===== src/rtl/otter_cu_pkg.sv =====
// Shared types for the OTTER multicycle control unit and decoder.
package otter_cu_pkg;

  // Control FSM states.
  typedef enum logic [2:0] {
    StInit,
    StFetch,
    StExec,
    StMemWait,
    StWb,
    StIntr
  } state_t;

  // RV32I major opcodes, ir[6:0].
  typedef enum logic [6:0] {
    OpLui    = 7'b0110111,
    OpAuipc  = 7'b0010111,
    OpJal    = 7'b1101111,
    OpJalr   = 7'b1100111,
    OpBranch = 7'b1100011,
    OpLoad   = 7'b0000011,
    OpStore  = 7'b0100011,
    OpOpImm  = 7'b0010011,
    OpOp     = 7'b0110011,
    OpSystem = 7'b1110011
  } opcode_t;

  // Instructions that write rd and finish in a single execute cycle.
  function automatic logic is_rd_single(opcode_t op);
    logic hit;
    hit = 1'b0;
    case (op)
      OpLui, OpAuipc, OpOpImm, OpOp, OpJal, OpJalr: hit = 1'b1;
      default:                                      hit = 1'b0;
    endcase
    return hit;
  endfunction

  // Instructions that use the data memory port.
  function automatic logic is_mem(opcode_t op);
    return (op == OpLoad) || (op == OpStore);
  endfunction

endpackage


===== src/rtl/otter_cu_fsm.sv =====
// OTTER multicycle control FSM: sequences fetch/execute/memory-wait/writeback,
// latches interrupt requests and counts retired instructions.
module otter_cu_fsm
  import otter_cu_pkg::*;
#(
  parameter int unsigned CNT_W = 32
) (
  input  logic             CLK,
  input  logic             RST_N,
  input  logic [6:0]       OPCODE,
  input  logic [2:0]       FUNCT3,
  input  logic             INTR,
  input  logic             MIE,
  input  logic             MEM_READY,
  output logic             PC_RST,
  output logic             PC_WRITE,
  output logic             REG_WR,
  output logic             MEM_RDEN1,
  output logic             MEM_RDEN2,
  output logic             MEM_WE2,
  output logic             CSR_WE,
  output logic             INT_TAKEN,
  output logic             MRET_EXEC,
  output logic             ILLEGAL,
  output logic [CNT_W-1:0] INSTRET
);

  state_t           state_q, state_d;
  logic             pending_q, pending_d;
  logic [CNT_W-1:0] instret_q, instret_d;
  logic             complete;
  logic             irq_now;
  opcode_t          op;

  assign op      = opcode_t'(OPCODE);
  // A request arriving in the completing cycle is still honoured at that boundary.
  assign irq_now = pending_q | INTR;
  assign INSTRET = instret_q;

  // Next-state and Moore/Mealy control outputs from state, opcode and MEM_READY.
  always_comb begin
    state_d   = state_q;
    complete  = 1'b0;
    PC_RST    = 1'b0;
    PC_WRITE  = 1'b0;
    REG_WR    = 1'b0;
    MEM_RDEN1 = 1'b0;
    MEM_RDEN2 = 1'b0;
    MEM_WE2   = 1'b0;
    CSR_WE    = 1'b0;
    INT_TAKEN = 1'b0;
    MRET_EXEC = 1'b0;
    ILLEGAL   = 1'b0;

    unique case (state_q)
      StInit: begin
        PC_RST  = 1'b1;
        state_d = StFetch;
      end

      StFetch: begin
        MEM_RDEN1 = 1'b1;
        state_d   = StExec;
      end

      StExec: begin
        if (is_rd_single(op)) begin
          REG_WR   = 1'b1;
          PC_WRITE = 1'b1;
          complete = 1'b1;
        end else begin
          case (op)
            OpBranch: begin
              PC_WRITE = 1'b1;
              complete = 1'b1;
            end
            OpLoad: begin
              MEM_RDEN2 = 1'b1;
              state_d   = MEM_READY ? StWb : StMemWait;
            end
            OpStore: begin
              MEM_WE2 = 1'b1;
              if (MEM_READY) begin
                PC_WRITE = 1'b1;
                complete = 1'b1;
              end else begin
                state_d = StMemWait;
              end
            end
            OpSystem: begin
              PC_WRITE = 1'b1;
              complete = 1'b1;
              if (FUNCT3 != 3'b000) begin
                REG_WR = 1'b1;
                CSR_WE = 1'b1;
              end else begin
                // funct3 == 0 in SYSTEM is treated as MRET.
                MRET_EXEC = 1'b1;
              end
            end
            default: begin
              // Unrecognised opcode: skip it without any architectural write.
              ILLEGAL  = 1'b1;
              PC_WRITE = 1'b1;
              complete = 1'b1;
            end
          endcase
        end
      end

      StMemWait: begin
        // Only loads and stores reach this state; anything else is handled as a store.
        if (op == OpLoad) begin
          MEM_RDEN2 = 1'b1;
          if (MEM_READY) state_d = StWb;
        end else begin
          MEM_WE2 = 1'b1;
          if (MEM_READY) begin
            PC_WRITE = 1'b1;
            complete = 1'b1;
          end
        end
      end

      StWb: begin
        REG_WR   = 1'b1;
        PC_WRITE = 1'b1;
        complete = 1'b1;
      end

      StIntr: begin
        INT_TAKEN = 1'b1;
        PC_WRITE  = 1'b1;
        state_d   = StFetch;
      end

      default: begin
        state_d = StInit;
      end
    endcase

    if (complete) begin
      state_d = (irq_now && MIE) ? StIntr : StFetch;
    end
  end

  // Pending interrupt and retired-instruction counter next state.
  always_comb begin
    // Clearing on interrupt entry beats a same-cycle request.
    pending_d = (state_q == StIntr) ? 1'b0 : irq_now;
    instret_d = complete ? instret_q + CNT_W'(1) : instret_q;
  end

  // State, pending flag and counter registers with asynchronous reset.
  always_ff @(posedge CLK or negedge RST_N) begin
    if (!RST_N) begin
      state_q   <= StInit;
      pending_q <= 1'b0;
      instret_q <= '0;
    end else begin
      state_q   <= state_d;
      pending_q <= pending_d;
      instret_q <= instret_d;
    end
  end

  // Elaboration-time sanity on the counter width.
  if (CNT_W < 1) begin : g_bad_width
    $error("CNT_W must be at least 1");
  end

endmodule


===== config.mk =====
export PLATFORM = sky130hd
export DESIGN_NAME = otter_cu_fsm
export DESIGN_NICKNAME = d
export VERILOG_FILES = /design/src/rtl/otter_cu_pkg.sv /design/src/rtl/otter_cu_fsm.sv
export SDC_FILE = /design/constraint.sdc
export NUM_CORES = 1
export LEC_CHECK = 0
export BUFFER_PORTS_ARGS = -buffer_cell sky130_fd_sc_hd__buf_2
export CAP_MARGIN = 20
export CORE_UTILIZATION = 51
export DETAILED_ROUTE_END_ITERATION = 10
export MAX_ROUTING_LAYER = met4
export PLACE_DENSITY_LB_ADDON = 0.08
export SKIP_CTS_REPAIR_TIMING = 1
export SLEW_MARGIN = 20
export SYNTH_ARGS = -nofsm -noshare
export SYNTH_HDL_FRONTEND = slang
export SYNTH_SLANG_ARGS = --single-unit

===== constraint.sdc =====
create_clock -name CLK -period 2 [get_ports CLK]
set_clock_uncertainty 0.1 [all_clocks]
set_input_delay 0.2 -clock CLK [delete_from_list [all_inputs] [get_ports CLK]]
set_output_delay 0.2 -clock CLK [all_outputs]
set_load 0.03 [all_outputs]

==> metrics.md <==
| Metric | Value |
|---|---|
| Pre-CTS setup slack | `approximately 110 ps` |
| Status | `finished clean` |
| Area contributors post-synth | `dfrtp_1 (46%), xnor2_1 (7.1%), xor2_1 (7.1%)` |
| Register area share after synthesis | `about 46%` |
| DR WL/cell | `12.2 um` |
| Worst reg-to-reg path cell count | `5` |
| Final max-slew violation count | `0` |
| WHS | `43.5 ps` |
| DIE AREA | `4100 um2` |
| Synth cell count leaders | `dfrtp_1 (36), nand2_1 (21), xnor2_1 (16), xor2_1 (16), nor2_1 (15)` |
| HP Class | `in -> reg` |
| R2r endpoint | `INSTRET[17]` |
| EDFF count, synth | `0` |
| WHS Endpoint | `state_q[1]` |
| Max VDD drop | `between 0.8 and 0.9 mV` |
| Cells on Worst Hold Path | `2` |
| Cell Rows | `22` |
| IO Pins | `57` |
| Ant diodes | `0` |
| Grt total ovfl | `0` |
| Area leader, netlist | `dfrtp_1` |
| Antenna Nets Post-Route | `0` |
| Crit path DAT | `~1600 ps` |
| Clock transition at path regs | `around 70 ps` |
| Layout cells sized above 1 | `a little under two fifths` |
| Number of global-route vias before repair | `1368` |
| Mapped Cells | `188` |
| Distinct cell type count after synthesis | `38` |
| Initial antenna violation count | `0` |
| Mapped Area | `slightly below 2000 um2` |
| Crit path time final | `1900 ps` |
| Unrepaired setup endpoints after global routing | `yes` |
| #FFs+latches synth | `36` |
| Port Buffer Count | `56` |
| Core area | `around 3700 um2` |
| CP Capture Type | `output port` |
| GRT Util Overall | `between 20% and 30%` |
| Placer Congestion | `between 0.7 and 0.8` |
| Worst slew margin | `between 40% and 50%` |
| Largest net degree at the start of global routing | `37` |
| Initial Util | `53.6%` |
| Clock Latency Late Sink | `approximately 290 ps` |
| Fin. Hold Viols | `0` |
| Power per cell area | `991 nW/um2` |
| Final Setup Violations | `0` |
| Req. time, crit path | `1700 ps` |
| DRT Pass-1 Iters | `4` |
| # DRC | `0` |
| Die H | `64.0 um` |
| Clock tree sinks | `36` |
| Area grow syn2layout | `22.5%` |
| Post-route worst setup slack | `a little over 100 ps` |
| Hold_sp | `MEM_READY` |
| HPWL after detailed placement | `around 2.7 mm` |
| Fmax | `about 530 MHz` |
| Vias/cell | `approximately 5.0` |
| WS Path Type | `reg -> out` |
| Final nets | `266` |
| Top-count cell post-synth | `dfrtp_1` |
| Vias | `approximately 1500` |
| Crit path cell chain | `nand2b_4, nor3_1, nor3b_1, buf_2` |
| Crit Path Max Fanout | `8` |
| Worst-margin pin slew | `just under 800 ps` |
| Die Width | `64.0 um` |
| Longest Clk Path Bufs | `2` |
| Max stage delay on crit path | `470 ps` |
| Yosys Warn Count | `0` |
| Max-cap viol count | `0` |
| Critical Path Start Type | `register` |
| Total Wirelength | `3.65 mm` |
| CTS buffer count | `5` |
| Clock root cell | `clkbuf_8` |
| DR iter-0 viols | `50` |
| Pleak | `between 1 and 1.5 nW` |
| Mapped Avg Cell Area | `roughly 10 um2` |
| H-tree Lvls | `2` |
| Yosys top cell area share | `around 46%` |
| Setup TNS | `0 ps` |
| Tcrit/Tclk final | `a little over nine tenths` |
| First-pass GRT wire length | `6.16 mm` |
| Synth Net Count | `~200` |
| Asr flop ratio synth | `100%` |
| Reg-to-reg setup timing slack | `around 120 ps` |
| Crit Reg-Reg Startpoint | `state_q[1]` |
| Final core area utilization | `approximately 66%` |
| Critical Path Slowest Stage Cell | `dfrtp_2` |
| CTS tree | `built` |
| Ys flop type | `dfrtp_1` |
cells by family (layout without fill, tap and decap cells):
group	after synthesis	in the layout	share of synthesized area, %
flip-flops	36	36	45.9
XOR/XNOR	32	32	14.3
AO/OA/AOI/OAI	13	13	5.49
adder cells (fa/ha/maj)	1	1	0.638
buffers and inverters	16	79	4.08
AND/OR/NAND/NOR	90	90	29.5
flip-flops by register name, summed over array words and instances, names as in the netlist:
register   flops
INSTRET       32
state_q        3
pending_q      1
metrics by stage:
stage               power (W)  cells  instance area, um2
floorplan             0.00165    188                1960
global placement      0.00183    290                2280
detailed placement    0.00183    290                2280
CTS                   0.00238    298                2380
global route          0.00252    299                2400
finish                0.00238    299                2400
critical path, delay by kind of cell (launching register included):
kind / cells / cell delay, ps
AND/OR/NAND/NOR: 3 / 620
flip-flops: 1 / 470
buffers and inverters: 1 / 230
cell usage in the layout, fill, tap and decap left out, types with 6 or more instances in the layout:
cell type / n
xnor2_1: 16
nand2_1: 20
nor3_2: 11
nand4_1: 6
nand3_1: 7
buf_2: 55
clkbuf_8: 6
nor3_1: 6
xor2_1: 16
inv_1: 11
dfrtp_1: 34
nor2_1: 15
metal layers:
layer | share of wire, % | vias up | GRT usage [%] | routed length [um]
met5 | 0 | - | - | 0
met4 | 1.1 | 0 | 7.67 | 39
met3 | 5.0 | 4 | 5.18 | 184
met2 | 43 | 39 | 27.7 | 1570
met1 | 51 | 702 | 28.3 | 1850
li1 | - | 757 | - | -
cell type report:
class | instances | area, um2
fill | 316 | 1260
multi-input combinational | 136 | 987
sequential | 36 | 903
timing repair buffer | 60 | 315
clock buffer | 7 | 86.3
tap | 48 | 60.1
inverter | 11 | 41.3
clock inverter | 1 | 7.51
how the worst max path moves through the flow:
stage,endpoint,startpoint,depth (start not counted)
after global placement,INSTRET[17],state_q[1],5
after global routing,MRET_EXEC,state_q[2],5
after detailed placement,INSTRET[17],state_q[1],5
final,ILLEGAL,state_q[2],4
after CTS,PC_WRITE,state_q[1],5
after floorplan,ILLEGAL,state_q[2],4
power breakdown:
group          internal (W)  switching, W
clock              0.000280      0.000259
sequential         0.000829      0.000155
combinational      0.000308      0.000549
total               0.00142      0.000963
Power figures use the tool's default switching activity.
